<file path="src/rtl/vga_pkg.sv">
// Shared VGA-side constants: display shadow FSM encoding and default channel geometry.
package vga_pkg;

    typedef enum logic [1:0] {
        ST_BUS    = 2'd0,
        ST_TRACK  = 2'd1,
        ST_COMMIT = 2'd2
    } vga_state_e;

    localparam int VGA_W = 8;
    localparam int VGA_N = 3;

endpackage

</file>
<file path="src/rtl/edge_rise_det.sv">
// One-flop rising-edge detector; a level held high yields a single-cycle pulse.
module edge_rise_det (
    input  logic clk,
    input  logic reset_n,
    input  logic i_level,
    output logic o_rise
);

    logic r_q;

    always_ff @(posedge clk) begin
        if (!reset_n) r_q <= 1'b0;
        else          r_q <= i_level;
    end

    assign o_rise = i_level & ~r_q;

endmodule

</file>
<file path="src/rtl/vga_display_shadow.sv">
// Shadow register bank feeding the VGA character generator: immediate bus writes in
// bus mode, atomic frame-synchronised snapshot of rg_data in register mode.
module vga_display_shadow
    import vga_pkg::*;
#(
    parameter int W             = VGA_W,
    parameter int N             = VGA_N,
    parameter bit SYNC_ON_FRAME = 1'b1,
    localparam int CW           = (N > 1) ? $clog2(N) : 1
) (
    input  logic          clk,
    input  logic          reset_n,
    input  logic          sel,
    input  logic [W-1:0]  bus_data,
    input  logic          bus_wr,
    input  logic [CW-1:0] bus_ch,
    input  logic          bus_bcast,
    input  logic [N*W-1:0] rg_data,
    input  logic          frame_start,
    output logic [N*W-1:0] out_data,
    output logic          upd_pending,
    output logic          upd_done,
    output logic          mode_q
);

    vga_state_e     r_state;
    logic           r_mode_q;
    logic           r_upd_done;
    logic           r_upd_pending;
    logic           w_fs_rise;
    logic           w_bus_we;
    logic           w_commit_go;
    logic [W-1:0]   r_shadow     [N];
    logic [W-1:0]   w_shadow_nxt [N];
    logic [N*W-1:0] w_nxt_flat;

    edge_rise_det u_fs_edge (
        .clk     (clk),
        .reset_n (reset_n),
        .i_level (frame_start),
        .o_rise  (w_fs_rise)
    );

    // Bus writes only land while both the FSM and the registered mode agree on bus mode.
    assign w_bus_we    = bus_wr && (r_state == ST_BUS) && !r_mode_q;
    assign w_commit_go = SYNC_ON_FRAME ? w_fs_rise : 1'b1;

    for (genvar k = 0; k < N; k++) begin : g_ch
        always_comb begin
            w_shadow_nxt[k] = r_shadow[k];
            if (r_state == ST_COMMIT)
                w_shadow_nxt[k] = rg_data[k*W +: W];
            else if (w_bus_we && (bus_bcast || bus_ch == CW'(k)))
                w_shadow_nxt[k] = bus_data;
        end

        always_ff @(posedge clk) begin
            if (!reset_n) r_shadow[k] <= '0;
            else          r_shadow[k] <= w_shadow_nxt[k];
        end

        assign w_nxt_flat[k*W +: W] = w_shadow_nxt[k];
        assign out_data[k*W +: W]   = r_shadow[k];
    end

    // Pending compares against the next shadow value so it drops right after a commit.
    always_ff @(posedge clk) begin
        if (!reset_n) begin
            r_state       <= ST_BUS;
            r_mode_q      <= 1'b0;
            r_upd_done    <= 1'b0;
            r_upd_pending <= 1'b0;
        end else begin
            r_mode_q      <= sel;
            r_upd_done    <= (r_state == ST_COMMIT);
            r_upd_pending <= r_mode_q && (rg_data != w_nxt_flat);
            case (r_state)
                ST_BUS:    if (r_mode_q) r_state <= ST_TRACK;
                ST_TRACK: begin
                    if (!r_mode_q)        r_state <= ST_BUS;
                    else if (w_commit_go) r_state <= ST_COMMIT;
                end
                ST_COMMIT: r_state <= r_mode_q ? ST_TRACK : ST_BUS;
                default:   r_state <= ST_BUS;
            endcase
        end
    end

    assign upd_pending = r_upd_pending;
    assign upd_done    = r_upd_done;
    assign mode_q      = r_mode_q;

endmodule

</file>
<file path="config.mk">
export PLATFORM = sky130hd
export DESIGN_NAME = vga_display_shadow
export DESIGN_NICKNAME = d
export VERILOG_FILES = /design/src/rtl/vga_pkg.sv /design/src/rtl/edge_rise_det.sv /design/src/rtl/vga_display_shadow.sv
export SDC_FILE = /design/constraint.sdc
export NUM_CORES = 1
export LEC_CHECK = 0
export BUFFER_PORTS_ARGS = -buffer_cell sky130_fd_sc_hd__clkbuf_2
export CAP_MARGIN = 20
export CORE_MARGIN = 4
export CORE_UTILIZATION = 49
export DETAILED_ROUTE_END_ITERATION = 12
export GPL_TIMING_DRIVEN = 0
export HOLD_SLACK_MARGIN = 0.08
export PLACE_DENSITY = 0.79
export SLEW_MARGIN = 25
export SYNTH_ARGS = -nofsm -noshare
export SYNTH_HDL_FRONTEND = slang
export SYNTH_SLANG_ARGS = --single-unit
</file>
<file path="constraint.sdc">
create_clock -name clk -period 2.42 [get_ports clk]
set_input_delay 0.484 -clock clk [delete_from_list [all_inputs] [get_ports clk]]
set_output_delay 0.484 -clock clk [all_outputs]
set_load 0.1 [all_outputs]
</file>
==> results of run 1 <==
==> metrics by stage <==
step,power [W],hold slack (ns),std cells
after floorplan,0.000872,0.552,221
after global placement,0.000984,0.521,333
after detailed placement,0.000988,0.525,333
after CTS,0.00141,0.395,341
after global routing,0.00147,0.399,342
final,0.00141,0.404,342
==> timing repair <==
action                                  in CTS  in global routing
buffers inserted                             0                  1
endpoints found under the setup margin       0                  1
resized for setup                            0                  2
==> routing by layer <==
layer | GRT usage (%) | vias to the layer above
met1 | 33.6 | 915
met4 | 10.5 | 0
met2 | 39.6 | 94
li1 | - | 960
met5 | 0 | -
met3 | 6.65 | 8
==> flip-flops by register name, indices dropped and copies added (netlist names) <==
| register | cells |
|---|---|
| upd_pending | 1 |
| r_state | 2 |
| mode_q | 1 |
| r_shadow | 24 |
| u_fs_edge.r_q | 1 |
| upd_done | 1 |
==> cell usage after synthesis <==
| master | instances |
|---|---|
| a22oi_1 | 1 |
| clkbuf_1 | 8 |
| nor2_1 | 33 |
| and3_1 | 1 |
| o22ai_1 | 8 |
| nor4_1 | 1 |
| o221ai_1 | 2 |
| nand2b_1 | 4 |
| o21ai_2 | 3 |
| dfxtp_1 | 30 |
| or3b_2 | 2 |
| inv_1 | 17 |
| xor2_1 | 5 |
| a21boi_0 | 1 |
| a221oi_1 | 4 |
| buf_4 | 1 |
| and2_1 | 5 |
| clkbuf_8 | 1 |
| a21oi_1 | 6 |
| o2111a_1 | 2 |
| and4_1 | 2 |
| nand4_1 | 3 |
| o211ai_1 | 3 |
| o21ai_0 | 9 |
| xnor2_1 | 2 |
| nand3b_1 | 1 |
| buf_6 | 1 |
| mux2i_1 | 20 |
| nand2_1 | 7 |
| a211oi_1 | 22 |
| nor4b_4 | 1 |
| nor2b_1 | 6 |
| a2bb2oi_1 | 1 |
| nor3_1 | 4 |
| o311ai_0 | 2 |
| a222oi_1 | 1 |
| nand3_1 | 1 |
==> final timing paths <==
| kind | start | endpoint | slack, ns | depth (start not counted) |
|---|---|---|---|---|
| setup reg to reg | r_state[0]$_SDFFE_PN0P_ | upd_pending$_SDFF_PN0_ | 0.12 | 9 |
| hold reg to reg | mode_q$_SDFF_PN0_ | upd_pending$_SDFF_PN0_ | 0.53 | 1 |
| hold / removal | sel | mode_q$_SDFF_PN0_ | 0.40 | 2 |
| setup / recovery | r_state[0]$_SDFFE_PN0P_ | upd_pending$_SDFF_PN0_ | 0.12 | 9 |
==> cell families after synthesis <==
family	share of synthesized area, %
compound gates	25.6
xor+xnor	3.37
buf+inv	6.94
flops	33.0
mux	11.0
simple gates	20.1
==> critical path: stages, from the launching register on <==
cell and delay, ns:
dfxtp_1 0.35, nor4b_4 0.37, buf_4 0.19, o21ai_4 0.11
buf_6 0.18, a221oi_1 0.25, o21ai_0 0.14, a21oi_1 0.21
nand4_1 0.14, o2111a_1 0.25
==> report_power, final <==
group / leakage, nW / internal, W / switching, W / total [W]
clock: 0.0482 / 0.000229 / 0.000194 / 0.000423
combinational: 0.829 / 0.000125 / 0.000319 / 0.000445
sequential: 0.246 / 0.000520 / 0.0000212 / 0.000542
total: 1.12 / 0.000875 / 0.000535 / 0.00141
==> cell type report <==
type,instances,area share [%]
multi-input combinational,163,47.6
clock inverter,1,0.216
clock buffer,7,3.72
sequential,30,25.9
buffer,11,2.70
inverter,17,2.75
tap,46,2.48
timing repair buffer,67,14.6
==> flow_summary.yaml, run 1 <==
sta:
  clock.fmax_mhz: 434
  setup_tns_ns: 0
  worst_pin_slew_ns: 0.602
  skew_ns: 0.00420
  post-route-period-util_pct: 95.2
  finalCriticalPeriod_ns: 2.30
  slew_headroom_pct: 59.9
  rsz0062_at_grt: "false"
  setup_viol: 0
  worst_slack_ns: 0.116
  hold_viol_final: 0
  drv_slew: 0
floorplanning:
  fp.dieW_um: 69.0
  start_util_pct: 52.5
  die_y_um: 69.0
  core_area_um2: 3470
  die_area_um2: 4750
  pin_count: 67
  placementRows: 21
critical_path:
  critPathKind: "register to register"
  critical_path.endpoint_type: "register"
  crit_arrival_ns: 2.48
  crit_path_start_kind: "register"
  path_max_fanout: 10
  cp.required_ns: 2.60
place:
  post-place-ws_ns: -0.0629
  io_buffers: 66
  dpl.hpwl_mm: 4.27
  routabilityCongestion: 0.889
  place_area_um2: 2210
clocking:
  htree_levels: 2
  cts-hold-fix-buffers: 0
  cts_tree: "yes"
  clk_pin_slew_ns: 0.06
  clock_path_buffers: 2
  cts_buffers: 5
  clock_latency_ns: 0.29
  clkSinkCount: 30
  root_buffer: "clkbuf_8"
synthesis:
  synth.distinct_cells: 37
  netlist.area_leader.share_pct: 33.0
  syn_avg_cell_area_um2: 8.24
  ys_seq_area_share_pct: 33.0
  synth_cells: 221
  syn-cell-area_um2: 1820
  syn-num-nets: 261
  ys_ff_latch: 30
  synth_area_leader_cell: "dfxtp_1"
  ys_warn_count: 0
  synth_area_leaders: "dfxtp_1, mux2i_1, a211oi_1, nor2_1, inv_1"
drt:
  dr_wl_met3_um: 513
  drc: 0
  drt-met1-wl_mm: 2.50
  final_antenna_net_count: 0
  vias: 1977
  highest_layer: "met4"
  drt_iter0_drc: 148
  drt_wl_total_mm: 5.68
  wl_per_cell_um: 16.6
  met2WireLength_mm: 2.58
  drt-pass1-iter-count: 4
  vias_per_cell: 5.78
global_route:
  track_usage_pct: 25.6
  overflow: 0
  grt_max_degree: 11
  grt_pass1_vias: 1824
  grt_pass1_wl_mm: 8.81
  antenna_found_initial: 0
finish:
  syn2layout_area_growth_pct: 27.4
  nNetsFinal: 335
  final_util_pct: 66.9
  finalInstanceArea_um2: 2320
  drive_gt1_share_pct: 28.7
  fillers: 316
  diodes: 0
  multi_input_area_um2: 1100
  mostFrequentLayoutCell: "clkbuf_2"
  final_cell_mix: "clkbuf_2, nor2_1, dfxtp_1"
  regArea_um2: 602
pwr:
  leakagePower_nw: 1.12
  power_density_nw_per_um2: 608
  ir_drop_mv: 0.474
min_path:
  hold_class: "input port to register"
outcome:
  outcome: "completed"
run:
  maxCapViolCount: 0
Power figures use the tool's default switching activity.
==> inputs of run 2 (changes only) <==
==> constraint.sdc (replaced) <==
create_clock -name clk -period 2.6 [get_ports clk]
set_input_delay 0.52 -clock clk [delete_from_list [all_inputs] [get_ports clk]]
set_output_delay 0.52 -clock clk [all_outputs]
set_load 0.1 [all_outputs]
==> flow_summary.yaml, run 2 (same netlist as run 1, synthesis figures left out) <==
critical_path:
  crit_arrival_ns: 2.59
  path_max_fanout: 8
  crit_path_cell_trace: "nor4b_4 -> o21ai_2 -> mux2i_1 -> o311ai_0 -> nor4_1 -> nand4_1 -> o2111a_1"
  cp.required_ns: 2.78
  critical_path.max_stage_delay_ns: 0.41
  crit_family: "simple AND/OR/NAND/NOR gates"
  critical_path.endpoint_type: "register"
  slowest_stage: "nor4b_4"
  critPathKind: "register to register"
  crit_path_start_kind: "register"
  crit_buf_inv: 0
finish:
  mostFrequentLayoutCell: "clkbuf_2"
  largest-register: "r_shadow"
  syn2layout_area_growth_pct: 26.3
  largest_reg_flops: 24
  top_regs: "r_shadow: 24 flops, r_state: 2 flops"
  final_cell_mix: "clkbuf_2, nor2_1, dfxtp_1"
  diodes: 0
  drive_gt1_share_pct: 27.8
  nNetsFinal: 334
drt:
  drt-pass1-iter-count: 4
  vias: 2018
  vias_per_cell: 5.92
  drc: 0
  drt_wl_total_mm: 5.66
  wl_per_cell_um: 16.6
  final_antenna_net_count: 0
  drt_iter0_drc: 161
clocking:
  cts_setup_buffers: 0
  cts_buffers: 5
  clock_path_buffers: 2
  post_cts_resize_count: 0
  cts-hold-fix-buffers: 0
  clk_pin_slew_ns: 0.06
  clock_latency_ns: 0.29
  cts_tree: "yes"
  clkSinkCount: 30
  htree_levels: 2
  root_buffer: "clkbuf_8"
sta:
  setup_viol: 0
  skew_ns: 0.00420
  rsz0062_at_grt: "false"
  hold_ws_ns: 0.440
  worst_pin_slew_ns: 0.611
  drv_slew: 0
  finalCriticalPeriod_ns: 2.41
  slew_headroom_pct: 58.7
  hold_viol_final: 0
  clock.fmax_mhz: 415
  post-route-period-util_pct: 92.8
global_route:
  grt_pass1_wl_mm: 9.03
  grt_pass1_vias: 1924
  overflow: 0
  antenna_found_initial: 0
  grt_max_degree: 11
  track_usage_pct: 26.2
floorplanning:
  placementRows: 21
  fp.dieW_um: 69.0
  die_area_um2: 4750
  die_y_um: 69.0
  core_area_um2: 3470
  start_util_pct: 52.5
  pin_count: 67
place:
  routabilityCongestion: 0.910
  io_buffers: 66
  dpl.hpwl_mm: 4.27
pwr:
  power_density_nw_per_um2: 569
  power_w: 0.00131
  leakagePower_nw: 1.12
  ir_drop_mv: 0.310
min_path:
  hold_class: "input port to register"
run:
  maxCapViolCount: 0
outcome:
  outcome: "completed"
## run 2: cell type report
type	instances	area, um^2
Buffer	11	62.6
Clock buffer	7	86.3
Clock inverter	1	5.00
Fill cell	326	1170
Inverter	17	63.8
Multi-Input combinational cell	163	1090
Sequential cell	30	601
Tap cell	46	57.6
Timing Repair Buffer	66	330
## run 2: per-layer routing
layer  wire length, um  vias to the layer above  track usage [%]  share of wire [%]
met1              2360                      948             33.9                 42
met2              2550                       91             40.4                 45
li1                  -                      958                -                  -
met3               546                       21             5.51                9.7
met5                 0                        -                0                  0
met4               204                        0             14.1                3.6
## run 2: worst paths after layout
check	startpoint	to	slack (ns)	depth (start not counted)
worst min-delay path	frame_start	u_fs_edge.r_q$_SDFF_PN0_	0.44	2
worst max-delay path	r_state[0]$_SDFFE_PN0P_	upd_pending$_SDFF_PN0_	0.19	7
worst min register to register	mode_q$_SDFF_PN0_	upd_pending$_SDFF_PN0_	0.57	1
worst max register to register	r_state[0]$_SDFFE_PN0P_	upd_pending$_SDFF_PN0_	0.19	7
## run 2: power breakdown
group | switching [W] | total, W | internal, W | leakage, nW
Clock | 0.000182 | 0.000395 | 0.000213 | 0.0482
Combinational | 0.000296 | 0.000410 | 0.000114 | 0.827
Sequential | 0.0000197 | 0.000504 | 0.000484 | 0.245
## run 2: per-stage QoR
stage	setup slack, ns	TNS (ns)	util (%)	cells	instance area, um^2
6_report	0.188	0	66.3	341	2300
5_1_grt	0.0387	0	66.3	341	2300
4_1_cts	0.235	0	66.3	341	2300
3_5_place_dp	-0.00970	-0.00970	63.7	333	2210
3_3_place_gp	0.00211	0	63.7	333	2210
2_1_floorplan	0.154	0	-	221	1820
==> inputs of run 3 (changes only) <==
--- a/config.mk
+++ b/config.mk
@@ -7,12 +7,12 @@
 export LEC_CHECK = 0
 export BUFFER_PORTS_ARGS = -buffer_cell sky130_fd_sc_hd__clkbuf_2
 export CAP_MARGIN = 20
-export CORE_MARGIN = 4
-export CORE_UTILIZATION = 49
+export CORE_MARGIN = 8
+export CORE_UTILIZATION = 44
 export DETAILED_ROUTE_END_ITERATION = 12
 export GPL_TIMING_DRIVEN = 0
 export HOLD_SLACK_MARGIN = 0.08
-export PLACE_DENSITY = 0.79
+export PLACE_DENSITY = 0.75
 export SLEW_MARGIN = 25
 export SYNTH_ARGS = -nofsm -noshare
 export SYNTH_HDL_FRONTEND = slang
==> constraint.sdc (replaced) <==
create_clock -name clk -period 2.21 [get_ports clk]
set_input_delay 0.442 -clock clk [delete_from_list [all_inputs] [get_ports clk]]
set_output_delay 0.442 -clock clk [all_outputs]
set_load 0.1 [all_outputs]
==> flow_summary.yaml, run 3 (same netlist as run 1, synthesis figures left out) <==
outcome:
  outcome: "completed"
finish:
  layout.cells.non_filler: 350
  mostFrequentLayoutCell: "clkbuf_2"
  syn2layout_area_growth_pct: 35.3
  diodes: 0
  finalInstanceArea_um2: 2460
  largest-register: "r_shadow"
  nNetsFinal: 339
  drive_gt1_share_pct: 33.3
  top_regs: "r_shadow: 24 flops, r_state: 2 flops"
  largest_reg_flops: 24
  final_cell_mix: "clkbuf_2, nor2_1, dfxtp_1"
sta:
  hold_viol_final: 0
  worst_pin_slew_ns: 0.556
  worst_slack_ns: 0.0461
  drv_slew: 0
  setup_viol: 0
  clock.fmax_mhz: 462
  slew_headroom_pct: 62.9
  setup_tns_ns: 0
  post-route-period-util_pct: 97.9
  finalCriticalPeriod_ns: 2.16
  skew_ns: 0.00398
  rsz0062_at_grt: "true"
global_route:
  overflow: 0
  track_usage_pct: 19.0
  grt_pass1_wl_mm: 9.71
  antenna_found_initial: 0
  grt_pass1_vias: 2112
  grt_max_degree: 11
pwr:
  power_density_nw_per_um2: 679
  power_w: 0.00167
  ir_drop_mv: 0.429
  leakagePower_nw: 1.16
place:
  place_inst: 337
  dpl.hpwl_mm: 4.68
  place_area_um2: 2220
  io_buffers: 66
  routabilityCongestion: 0.940
  post-place-ws_ns: -0.236
drt:
  final_antenna_net_count: 0
  drt_wl_total_mm: 6.15
  vias: 2044
  drt-pass1-iter-count: 5
  drc: 0
  drt_iter0_drc: 193
  vias_per_cell: 5.84
  wl_per_cell_um: 17.6
critical_path:
  crit_path_start_kind: "register"
  r2r_slack_ns: 0.05
  critPathKind: "register to register"
  critical_path.endpoint_type: "register"
  r2r_cells: 8
  path_max_fanout: 8
  timing.rr.end: "upd_pending$_SDFF_PN0_"
  cp.required_ns: 2.39
  crit_arrival_ns: 2.34
  r2r_start: "r_state[0]$_SDFFE_PN0P_"
floorplanning:
  die_area_um2: 6450
  die_y_um: 80.3
  start_util_pct: 45.5
  fp.dieW_um: 80.3
  placementRows: 23
  pin_count: 67
  core_area_um2: 4000
clocking:
  root_buffer: "clkbuf_8"
  cts-hold-fix-buffers: 0
  clk_pin_slew_ns: 0.07
  htree_levels: 2
  cts_tree: "yes"
  cts_buffers: 5
  clkSinkCount: 30
  clock_path_buffers: 2
  clock_latency_ns: 0.29
min_path:
  hold_path_startpoint: "sel"
  min_to: "mode_q$_SDFF_PN0_"
  hold_class: "input port to register"
  holdPathStages: 2
run:
  maxCapViolCount: 0
## run 3: cell types whose count changed in the layout (fill, tap and decap cells not counted), moves of 3 or more
| cell | previous run | this run |
|---|---|---|
| a221oi_1 | 4 | 1 |
| a221oi_2 | 0 | 3 |
| dfxtp_1 | 30 | 26 |
| dfxtp_2 | 0 | 3 |
| mux2i_1 | 20 | 17 |
| o21ai_2 | 3 | 0 |
| o21ai_4 | 0 | 3 |
## run 3: final cells by class
| class | instances | area (um^2) |
|---|---|---|
| fillers | 353 | 1540 |
| multi-input cells | 163 | 1170 |
| flip-flops and latches | 30 | 608 |
| repair buffers | 71 | 384 |
| clock buffers | 5 | 68.8 |
| plain buffers | 11 | 67.6 |
| inverters | 17 | 63.8 |
| well taps | 50 | 62.6 |
| clock inverters | 3 | 40.0 |
## run 3: how the worst max path moves through the flow
| stage | start | to | slack, ns | cells after the start |
|---|---|---|---|---|
| 3_3_place_gp | bus_ch[1] | upd_pending$_SDFF_PN0_ | -0.27 | 8 |
| 2_1_floorplan | mode_q$_SDFF_PN0_ | upd_pending$_SDFF_PN0_ | 0.03 | 8 |
| 5_1_grt | r_state[1]$_SDFFE_PN0P_ | upd_pending$_SDFF_PN0_ | -0.02 | 9 |
| 3_5_place_dp | bus_ch[1] | upd_pending$_SDFF_PN0_ | -0.24 | 8 |
| 4_1_cts | mode_q$_SDFF_PN0_ | upd_pending$_SDFF_PN0_ | 0.01 | 9 |
| 6_report | r_state[0]$_SDFFE_PN0P_ | upd_pending$_SDFF_PN0_ | 0.05 | 8 |
## run 3: where the power goes
| part | leakage (nW) | switching [W] | internal, W |
|---|---|---|---|
| clock | 0.0579 | 0.000224 | 0.000332 |
| sequential | 0.247 | 0.0000235 | 0.000569 |
| combinational | 0.857 | 0.000366 | 0.000157 |
## run 3: what timing repair did
| action | in CTS | in global routing |
|---|---|---|
| gates resized for setup | 4 | 17 |
| endpoints found under the setup margin | 1 | 1 |
| pin swaps | 1 | 7 |
| setup buffers | 1 | 4 |
## run 3: worst max-delay path, cell delays in order, from the launching register on
cell and delay [ns]:
dfxtp_2 0.33, nor4b_4 0.28, buf_6 0.17, o21ai_4 0.14
mux2i_2 0.24, o311ai_1 0.14, nor4_1 0.30, nand4_1 0.17
o2111a_1 0.27
## run 3: through the flow
stage / util [%] / hold slack [ns]
2_1_floorplan: - / 0.552
3_3_place_gp: 55.4 / 0.530
3_5_place_dp: 55.4 / 0.533
4_1_cts: 59.0 / 0.355
5_1_grt: 61.6 / 0.358
6_report: 61.6 / 0.355
## run 3: routing by layer
metal / wire length [um] / global-route usage [%] / vias to the layer above
li1: - / - / 966
met4: 183 / 10.9 / 0
met5: 0 / 0 / -
met2: 2880 / 30.8 / 102
met3: 523 / 5.36 / 19
met1: 2560 / 21.9 / 957
